[config.mk]
export PLATFORM = sky130hd
export DESIGN_NAME = control_flag_writer
export DESIGN_NICKNAME = d
export VERILOG_FILES = /design/src/rtl/control_flag_writer.sv
export SDC_FILE = /design/constraint.sdc
export NUM_CORES = 1
export LEC_CHECK = 0
export CORE_MARGIN = 2
export CORE_UTILIZATION = 50
export DETAILED_ROUTE_END_ITERATION = 10
export HOLD_SLACK_MARGIN = 0.03
export PLACE_DENSITY = 0.75
export SETUP_SLACK_MARGIN = 0.2
export SYNTH_ARGS = -nofsm -noshare
export SYNTH_HDL_FRONTEND = slang
export SYNTH_SLANG_ARGS = --single-unit
[constraint.sdc]
create_clock -name clk -period 9.3 [get_ports clk]
set_clock_uncertainty 0.2 [all_clocks]
set_input_delay 1.86 -clock clk [delete_from_list [all_inputs] [get_ports clk]]
set_output_delay 1.86 -clock clk [all_outputs]
set_load 0.1 [all_outputs]
[src/rtl/control_flag_writer.sv]
// NZCV producer: computes flags for the execute-stage ALU op, stages them one
// cycle, commits to the architectural flags and keeps a one-entry shadow copy.
module control_flag_writer #(
    parameter int WIDTH = 32
) (
    input  logic             clk,
    input  logic             rst_n,
    input  logic             valid,
    input  logic             setflags,
    input  logic             condex,
    input  logic [1:0]       alu_op,
    input  logic [WIDTH-1:0] a,
    input  logic [WIDTH-1:0] b,
    input  logic             stall,
    input  logic             flush,
    input  logic             save,
    input  logic             restore,
    output logic [3:0]       flags,
    output logic [3:0]       flags_fwd,
    output logic             pend_valid
);
    localparam int MSB = WIDTH - 1;
    localparam logic [1:0] OP_ADD = 2'b00;
    localparam logic [1:0] OP_SUB = 2'b01;
    localparam logic [1:0] OP_AND = 2'b10;
    localparam logic [1:0] OP_ORR = 2'b11;

    logic [3:0]       pend_flags;
    logic [3:0]       shadow;
    logic [3:0]       new_flags;
    logic [WIDTH:0]   sum;
    logic [WIDTH-1:0] res;
    logic             c_new;
    logic             v_new;
    logic             cap;

    assign flags_fwd = pend_valid ? pend_flags : flags;
    assign cap       = valid & setflags & condex & ~flush & ~stall & ~restore;

    // Logic ops keep C/V from the forwarded view so a flag-setter one cycle
    // ahead is already visible.
    always_comb begin
        sum   = '0;
        res   = '0;
        c_new = flags_fwd[1];
        v_new = flags_fwd[0];
        case (alu_op)
            OP_ADD: begin
                sum   = {1'b0, a} + {1'b0, b};
                res   = sum[MSB:0];
                c_new = sum[WIDTH];
                v_new = (a[MSB] == b[MSB]) & (res[MSB] != a[MSB]);
            end
            OP_SUB: begin
                // carry out of a + ~b + 1 is the inverted borrow
                sum   = {1'b0, a} + {1'b0, ~b} + (WIDTH+1)'(1);
                res   = sum[MSB:0];
                c_new = sum[WIDTH];
                v_new = (a[MSB] != b[MSB]) & (res[MSB] != a[MSB]);
            end
            OP_AND:  res = a & b;
            OP_ORR:  res = a | b;
            default: res = '0;
        endcase
        new_flags = {res[MSB], (res == '0), c_new, v_new};
    end

    always_ff @(posedge clk) begin
        if (!rst_n) begin
            flags      <= '0;
            shadow     <= '0;
            pend_valid <= 1'b0;
            pend_flags <= '0;
        end else begin
            if (save)
                shadow <= flags_fwd;
            if (restore) begin
                flags      <= shadow;
                pend_valid <= 1'b0;
            end else if (!stall) begin
                if (pend_valid)
                    flags <= pend_flags;
                pend_valid <= cap;
                if (cap)
                    pend_flags <= new_flags;
            end
        end
    end
endmodule

Word level (Yosys, flattened, before mapping)
Index checks and enable logic that the tools add are counted.
{"block": "classes", "n_reduce_logical": 4, "eq_ne": 8, "bitwise_logic": 14, "n_mux": 6, "add_sub_neg": 3}
{"op": "$pmux W32 S4", "count": 1}
{"op": "$add A32 B32 Y33", "count": 2}
{"op": "$add A33 B1 Y33 const B", "count": 1}
{"op": "$and A32 B32 Y32", "count": 1}
{"op": "$logic_not A32 Y1", "count": 1}
{"op": "$not A32 Y32", "count": 1}
{"op": "$or A32 B32 Y32", "count": 1}
{"op": "$mux W4", "count": 3}
{"op": "$and A1 B1 Y1", "count": 7}
{"op": "$eq A2 B2 Y1 const B", "count": 2}
{"op": "$not A1 Y1", "count": 4}
{"op": "$pmux W1 S2", "count": 2}
{"op": "$ne A1 B1 Y1", "count": 3}
{"op": "$reduce_and A3 Y1", "count": 1}
{"op": "$eq A2 B1 Y1 const B", "count": 1}
{"op": "$logic_not A2 Y1", "count": 1}
{"op": "$ne A2 B1 Y1 const B", "count": 1}
{"op": "$reduce_or A2 Y1", "count": 1}
{"op": "$eq A1 B1 Y1", "count": 1}
{"block": "totals", "wordCells": 39, "regBits": 13, "input_bits": 75}

Longest topological paths before layout
{"block": "logic_depth", "word_depth": 6, "mapped_depth": 15, "mapped_depth_nobuf": 15}

Worst setup path before layout
OpenSTA, ideal clock, no wires.
{"block": "synth_timing", "path_type": "input -> register", "startpoint": "in a[5]", "endpoint": "reg pend_flags[2]", "setup_ns": 0.087, "required_ns": 9.013, "n_path_buf": 1, "stages": 14, "arrival_ns": 4.875, "slack_ns": 4.138, "cell_sequence": "inv_1 > ha_1 > buf_6 > or4_4 > a2111o_1 > a31oi_4 > o221ai_2 > a222oi_1 > o2111ai_1 > a2111oi_2 > o31ai_1 > nor4_2 > nand4_1 > o31ai_1"}
{"block": "synth_via", "elab_chain_cells": 4, "elab_cells_between_ends": 7, "cone_classes": "3 x add/sub; 1 x mux; 2 x bitwise; 1 x reduce/logical"}
{"item": "start, declared", "line": "12", "rtl": "input logic [WIDTH-1:0] a,"}
{"item": "$add A32 B32 Y33", "line": "56", "rtl": "sum = {1'b0, a} + {1'b0, ~b} + (WIDTH+1)'(1);"}
{"item": "$add A33 B1 Y33", "line": "56"}
{"item": "$pmux W32 S4 *", "line": "47", "rtl": "case (alu_op)"}
{"item": "$logic_not A32 Y1 *", "line": "65", "rtl": "new_flags = {res[MSB], (res == '0), c_new, v_new};"}
{"item": "end signal, assigned", "line": "85", "rtl": "pend_flags <= new_flags;"}
{"item": "end, declared", "line": "28", "rtl": "logic [3:0] pend_flags;"}
Every way passes the cells marked *; elsewhere a longest branch is shown, timed or not.
A chain may end at the register's enable or synchronous reset.

Worst setup path in the final report
{"block": "layout_timing", "startpoint": "in a[0]", "endpoint": "reg pend_flags[2]"}
The elaborated chain is that of the path after synthesis.

==> metrics.txt <==
# TYPE chip_impl_metric gauge
chip_impl_info{name="outcome",value="complete, no violations"} 1
chip_impl_metric{name="maxSlewViolCount",unit=""} 0
chip_impl_metric{name="final_min_period_over_clock_period",unit="%"} 66.2
chip_impl_metric{name="max-cap-violations",unit=""} 0
chip_impl_metric{name="die-width",unit="microns"} 109
chip_impl_info{name="tritoncts",value="done"} 1
chip_impl_info{name="cts-root-buf",value="sky130_fd_sc_hd__clkbuf_8"} 1
chip_impl_metric{name="final.setup.tns",unit="ns"} 0
chip_impl_metric{name="area.growth.synth_to_final",unit="%"} 15.8
chip_impl_metric{name="synth_edf_count",unit=""} 0
chip_impl_metric{name="first_pass_iters",unit=""} 7
chip_impl_metric{name="worstSkewPairLatency",unit="ns"} 0.24
chip_impl_metric{name="ys_warn_count",unit=""} 0
chip_impl_info{name="ys_dominant_reg_cell",value="sky130_fd_sc_hd__dfxtp_1"} 1
chip_impl_metric{name="critPathMaxFanout",unit=""} 2
chip_impl_metric{name="area_of_the_die",unit="sq um"} 12000
chip_impl_metric{name="setup_viol",unit=""} 0
chip_impl_metric{name="buffer_ports.inserted",unit=""} 83
chip_impl_metric{name="postLayoutCellArea",unit="sq um"} 6420
chip_impl_metric{name="max_slew.worst_pin.slew",unit="ns"} 1.08
chip_impl_info{name="post-synth-top-area-cell",value="sky130_fd_sc_hd__ha_1"} 1
chip_impl_metric{name="placed_cell_area",unit="sq um"} 6380
chip_impl_info{name="synth_common_cells",value="sky130_fd_sc_hd__inv_1 (107), sky130_fd_sc_hd__ha_1 (98), sky130_fd_sc_hd__a21oi_1 (79)"} 1
chip_impl_metric{name="synth-async-reset-ratio",unit="%"} 0
chip_impl_metric{name="final.min_clock_period",unit="ns"} 6.16
chip_impl_metric{name="max_freq",unit="MHz"} 162
chip_impl_metric{name="ant_nets",unit=""} 0
chip_impl_metric{name="floorplan.io_pins",unit=""} 84
chip_impl_metric{name="chipHeight",unit="microns"} 109
chip_impl_info{name="hp-start",value="shadow[0]$_SDFFE_PN0P_"} 1
chip_impl_info{name="unrepaired_setup_endpoints_after_global_routing",value="false"} 1
chip_impl_metric{name="detailedRoute.firstIterationViolations",unit=""} 664
chip_impl_metric{name="via_per_inst",unit=""} 6.44
chip_impl_info{name="timing.critical_path.cells",value="clkdlybuf4s50_1, inv_1, ha_1, inv_1, fa_1, a2111oi_0, o2111ai_1, a221o_1, a2111oi_0, o2111ai_1, a2111oi_2, o31ai_1, nor4_2, nand4_1, o31ai_1"} 1
chip_impl_metric{name="numClockSinks",unit=""} 13
chip_impl_metric{name="crit_required",unit="ns"} 9.25
chip_impl_metric{name="ctsResizeCount",unit=""} 0
chip_impl_info{name="worst_setup_path_end_kind",value="flop"} 1
chip_impl_metric{name="hold_depth",unit=""} 1
chip_impl_info{name="hold-path-endpoint",value="shadow[0]$_SDFFE_PN0P_"} 1
chip_impl_metric{name="cts_htree_levels",unit=""} 1
chip_impl_metric{name="hold_ws",unit="ns"} 0.293
chip_impl_info{name="hold_path.class",value="flop to flop"} 1
chip_impl_metric{name="preCtsSetupSlack",unit="ns"} 3.02
chip_impl_metric{name="fp.coreArea",unit="sq um"} 10800
chip_impl_metric{name="drive_gt1_share",unit="%"} 2.64
chip_impl_metric{name="detail_route.wirelength",unit="mm"} 19.6
chip_impl_metric{name="num-nets-final",unit=""} 1048
chip_impl_info{name="yosys-top-cells-area",value="sky130_fd_sc_hd__ha_1 (22%), sky130_fd_sc_hd__inv_1 (7.2%), sky130_fd_sc_hd__a21oi_1 (7.1%)"} 1
chip_impl_metric{name="cpPeakStageDelay",unit="ns"} 0.65
chip_impl_metric{name="place.detailed.hpwl",unit="mm"} 16.0
chip_impl_metric{name="post-route-drc-count",unit=""} 0
chip_impl_metric{name="setup_slack",unit="ns"} 3.14
chip_impl_metric{name="slew-limit-headroom",unit="%"} 27.0
chip_impl_metric{name="num_rows",unit=""} 38
chip_impl_info{name="r2r-end",value="pend_flags[1]$_SDFFE_PN0P_"} 1
chip_impl_metric{name="floorplan.initialDensity",unit="%"} 51.2
chip_impl_metric{name="static-leakage-power",unit="nW"} 2.83
chip_impl_metric{name="reg2reg_setup_slack",unit="ns"} 7.27
chip_impl_metric{name="first_global_vias",unit=""} 5997
chip_impl_metric{name="globalRouteOverflowTotal",unit=""} 0
chip_impl_metric{name="cts_buffers",unit=""} 3
chip_impl_metric{name="grt_first_pass_wirelength",unit="mm"} 30.4
chip_impl_metric{name="maximum_buffer_depth_of_the_clock_tree",unit=""} 2
chip_impl_info{name="worst-setup-path-type",value="primary input to flop"} 1
chip_impl_metric{name="postSynthRegisterBits",unit=""} 13
chip_impl_metric{name="route.vias.total",unit=""} 6514
chip_impl_metric{name="final-hold-violation-count",unit=""} 0
chip_impl_info{name="cp-start-kind",value="primary input"} 1
chip_impl_metric{name="synthesis.instances",unit=""} 828
chip_impl_metric{name="r2r.worst_path.cells",unit=""} 5
chip_impl_metric{name="clock_input_transition_at_the_sequential_cells_of_the_worst_setup_and_hold_paths",unit="ns"} 0.06
chip_impl_metric{name="antenna_found_initial",unit=""} 0
chip_impl_info{name="synth_most_common_cell",value="sky130_fd_sc_hd__inv_1"} 1
chip_impl_metric{name="p_per_area",unit="nW/um^2"} 75.8
chip_impl_metric{name="peakVddDrop",unit="uV"} 96.4
chip_impl_metric{name="netlist.area_leader.share",unit="%"} 22.1
chip_impl_metric{name="post_synth_cell_types",unit=""} 73
chip_impl_metric{name="cts-hold-fix-buffers",unit=""} 0
chip_impl_metric{name="cts.repair_timing.setup_buffer_count",unit=""} 0
chip_impl_info{name="rr_startpoint",value="pend_valid$_SDFFE_PP0N_"} 1
chip_impl_metric{name="area_of_the_mapped_netlist",unit="sq um"} 5550
chip_impl_metric{name="largest_net_degree_at_the_start_of_global_routing",unit=""} 19
chip_impl_metric{name="antenna-diode-count",unit=""} 0
chip_impl_metric{name="grtUsageTotal",unit="%"} 32.0
chip_impl_metric{name="wl_per_cell",unit="microns"} 19.3
chip_impl_metric{name="synth_seq_area_share",unit="%"} 4.69
chip_impl_info{name="timing.critical_path.slowest_stage_cell",value="sky130_fd_sc_hd__a2111oi_0"} 1
chip_impl_metric{name="mappedNetlistNets",unit=""} 1003
chip_impl_metric{name="syn_avg_cell_area",unit="sq um"} 6.70
chip_impl_metric{name="globalplace.congestion",unit=""} 0.965
chip_impl_metric{name="arrival_time_of_the_worst_setup_path",unit="ns"} 6.10
[logic make-up (layout without fill, tap and decap cells)]
| kind of cell | count (synthesis) | in the layout | share of synthesized area (%) |
|---|---|---|---|
| AO/OA/AOI/OAI | 277 | 277 | 33.6 |
| adder cells (fa/ha/maj) | 100 | 100 | 22.8 |
| AND/OR/NAND/NOR | 257 | 257 | 23.3 |
| buffers and inverters | 151 | 195 | 10.4 |
| flip-flops | 13 | 13 | 4.69 |
| XOR/XNOR | 16 | 16 | 2.53 |
| multiplexers | 14 | 14 | 2.62 |
[cells in the final DEF, fill, tap and decap left out, types with 10 or more instances in the layout]
cell type,netlist,layout
sky130_fd_sc_hd__xnor2_1,16,16
sky130_fd_sc_hd__nand3_1,16,16
sky130_fd_sc_hd__nor2_1,64,64
sky130_fd_sc_hd__a21oi_1,79,79
sky130_fd_sc_hd__nor2b_1,17,17
sky130_fd_sc_hd__inv_1,107,107
sky130_fd_sc_hd__a211oi_1,12,12
sky130_fd_sc_hd__nand2_1,61,61
sky130_fd_sc_hd__dfxtp_1,13,13
sky130_fd_sc_hd__mux2i_1,10,10
sky130_fd_sc_hd__o31ai_1,11,11
sky130_fd_sc_hd__nor3_1,16,16
sky130_fd_sc_hd__nor4_1,18,18
sky130_fd_sc_hd__a31oi_1,22,22
sky130_fd_sc_hd__o21ai_0,46,46
sky130_fd_sc_hd__nand4_1,20,20
sky130_fd_sc_hd__ha_1,98,98
sky130_fd_sc_hd__o21bai_1,14,14
sky130_fd_sc_hd__clkdlybuf4s50_1,0,83
[stage by stage]
stage / utilization (%) / instances / total power [mW]
after CTS: 59.3 / 1012 / 0.477
final: 59.3 / 1012 / 0.487
after global placement: 58.8 / 1008 / 0.422
after global routing: 59.3 / 1012 / 0.520
after detailed placement: 58.8 / 1008 / 0.424
after floorplan: - / 828 / 0.308
[worst max-delay path, delay by kind of cell]
kind | cells | cell delay, ns
fa+ha+maj | 2 | 0.62
simple gates | 2 | 0.28
compound gates | 8 | 2.69
buf+inv | 3 | 0.65
[worst max-delay path by stage]
stage          start                    endpoint  slack, ns  cells after the start
2_1_floorplan   a[5]  pend_flags[2]$_SDFFE_PN0P_       4.14                     14
3_3_place_gp    a[7]  pend_flags[2]$_SDFFE_PN0P_       3.14                     14
3_5_place_dp    a[7]  pend_flags[2]$_SDFFE_PN0P_       3.02                     14
4_1_cts         a[7]  pend_flags[2]$_SDFFE_PN0P_       3.22                     14
5_1_grt         a[6]  pend_flags[2]$_SDFFE_PN0P_       2.96                     14
6_report        a[0]  pend_flags[2]$_SDFFE_PN0P_       3.14                     15
[cell type report]
| cell class | count | area (sq um) |
|---|---|---|
| clock buffers | 3 | 41.3 |
| well taps | 140 | 175 |
| fillers | 996 | 4420 |
| multi-input cells | 664 | 4710 |
| clock inverters | 1 | 5.00 |
| repair buffers | 83 | 831 |
| flip-flops and latches | 13 | 260 |
| inverters | 108 | 405 |
[state kept, by name, indices dropped and copies added (netlist names)]
| register | count |
|---|---|
| pend_flags | 4 |
| flags | 4 |
| pend_valid | 1 |
| shadow | 4 |
[where the power goes]
group          internal (mW)  total (mW)  switching (mW)
logic                  0.143       0.378           0.235
registers             0.0575      0.0585         0.00104
clock network         0.0295      0.0503          0.0208
total                  0.230       0.487           0.257
[layer usage]
| metal | vias up | global-route usage, % | wire length, microns |
|---|---|---|---|
| met5 | - | 0 | 0 |
| met4 | 0 | 4.88 | 362 |
| met3 | 37 | 6.64 | 1960 |
| met2 | 329 | 52.2 | 8820 |
| met1 | 3047 | 44.3 | 8420 |
| li1 | 3101 | - | - |
No activity file was read; power rests on OpenSTA's default activity.
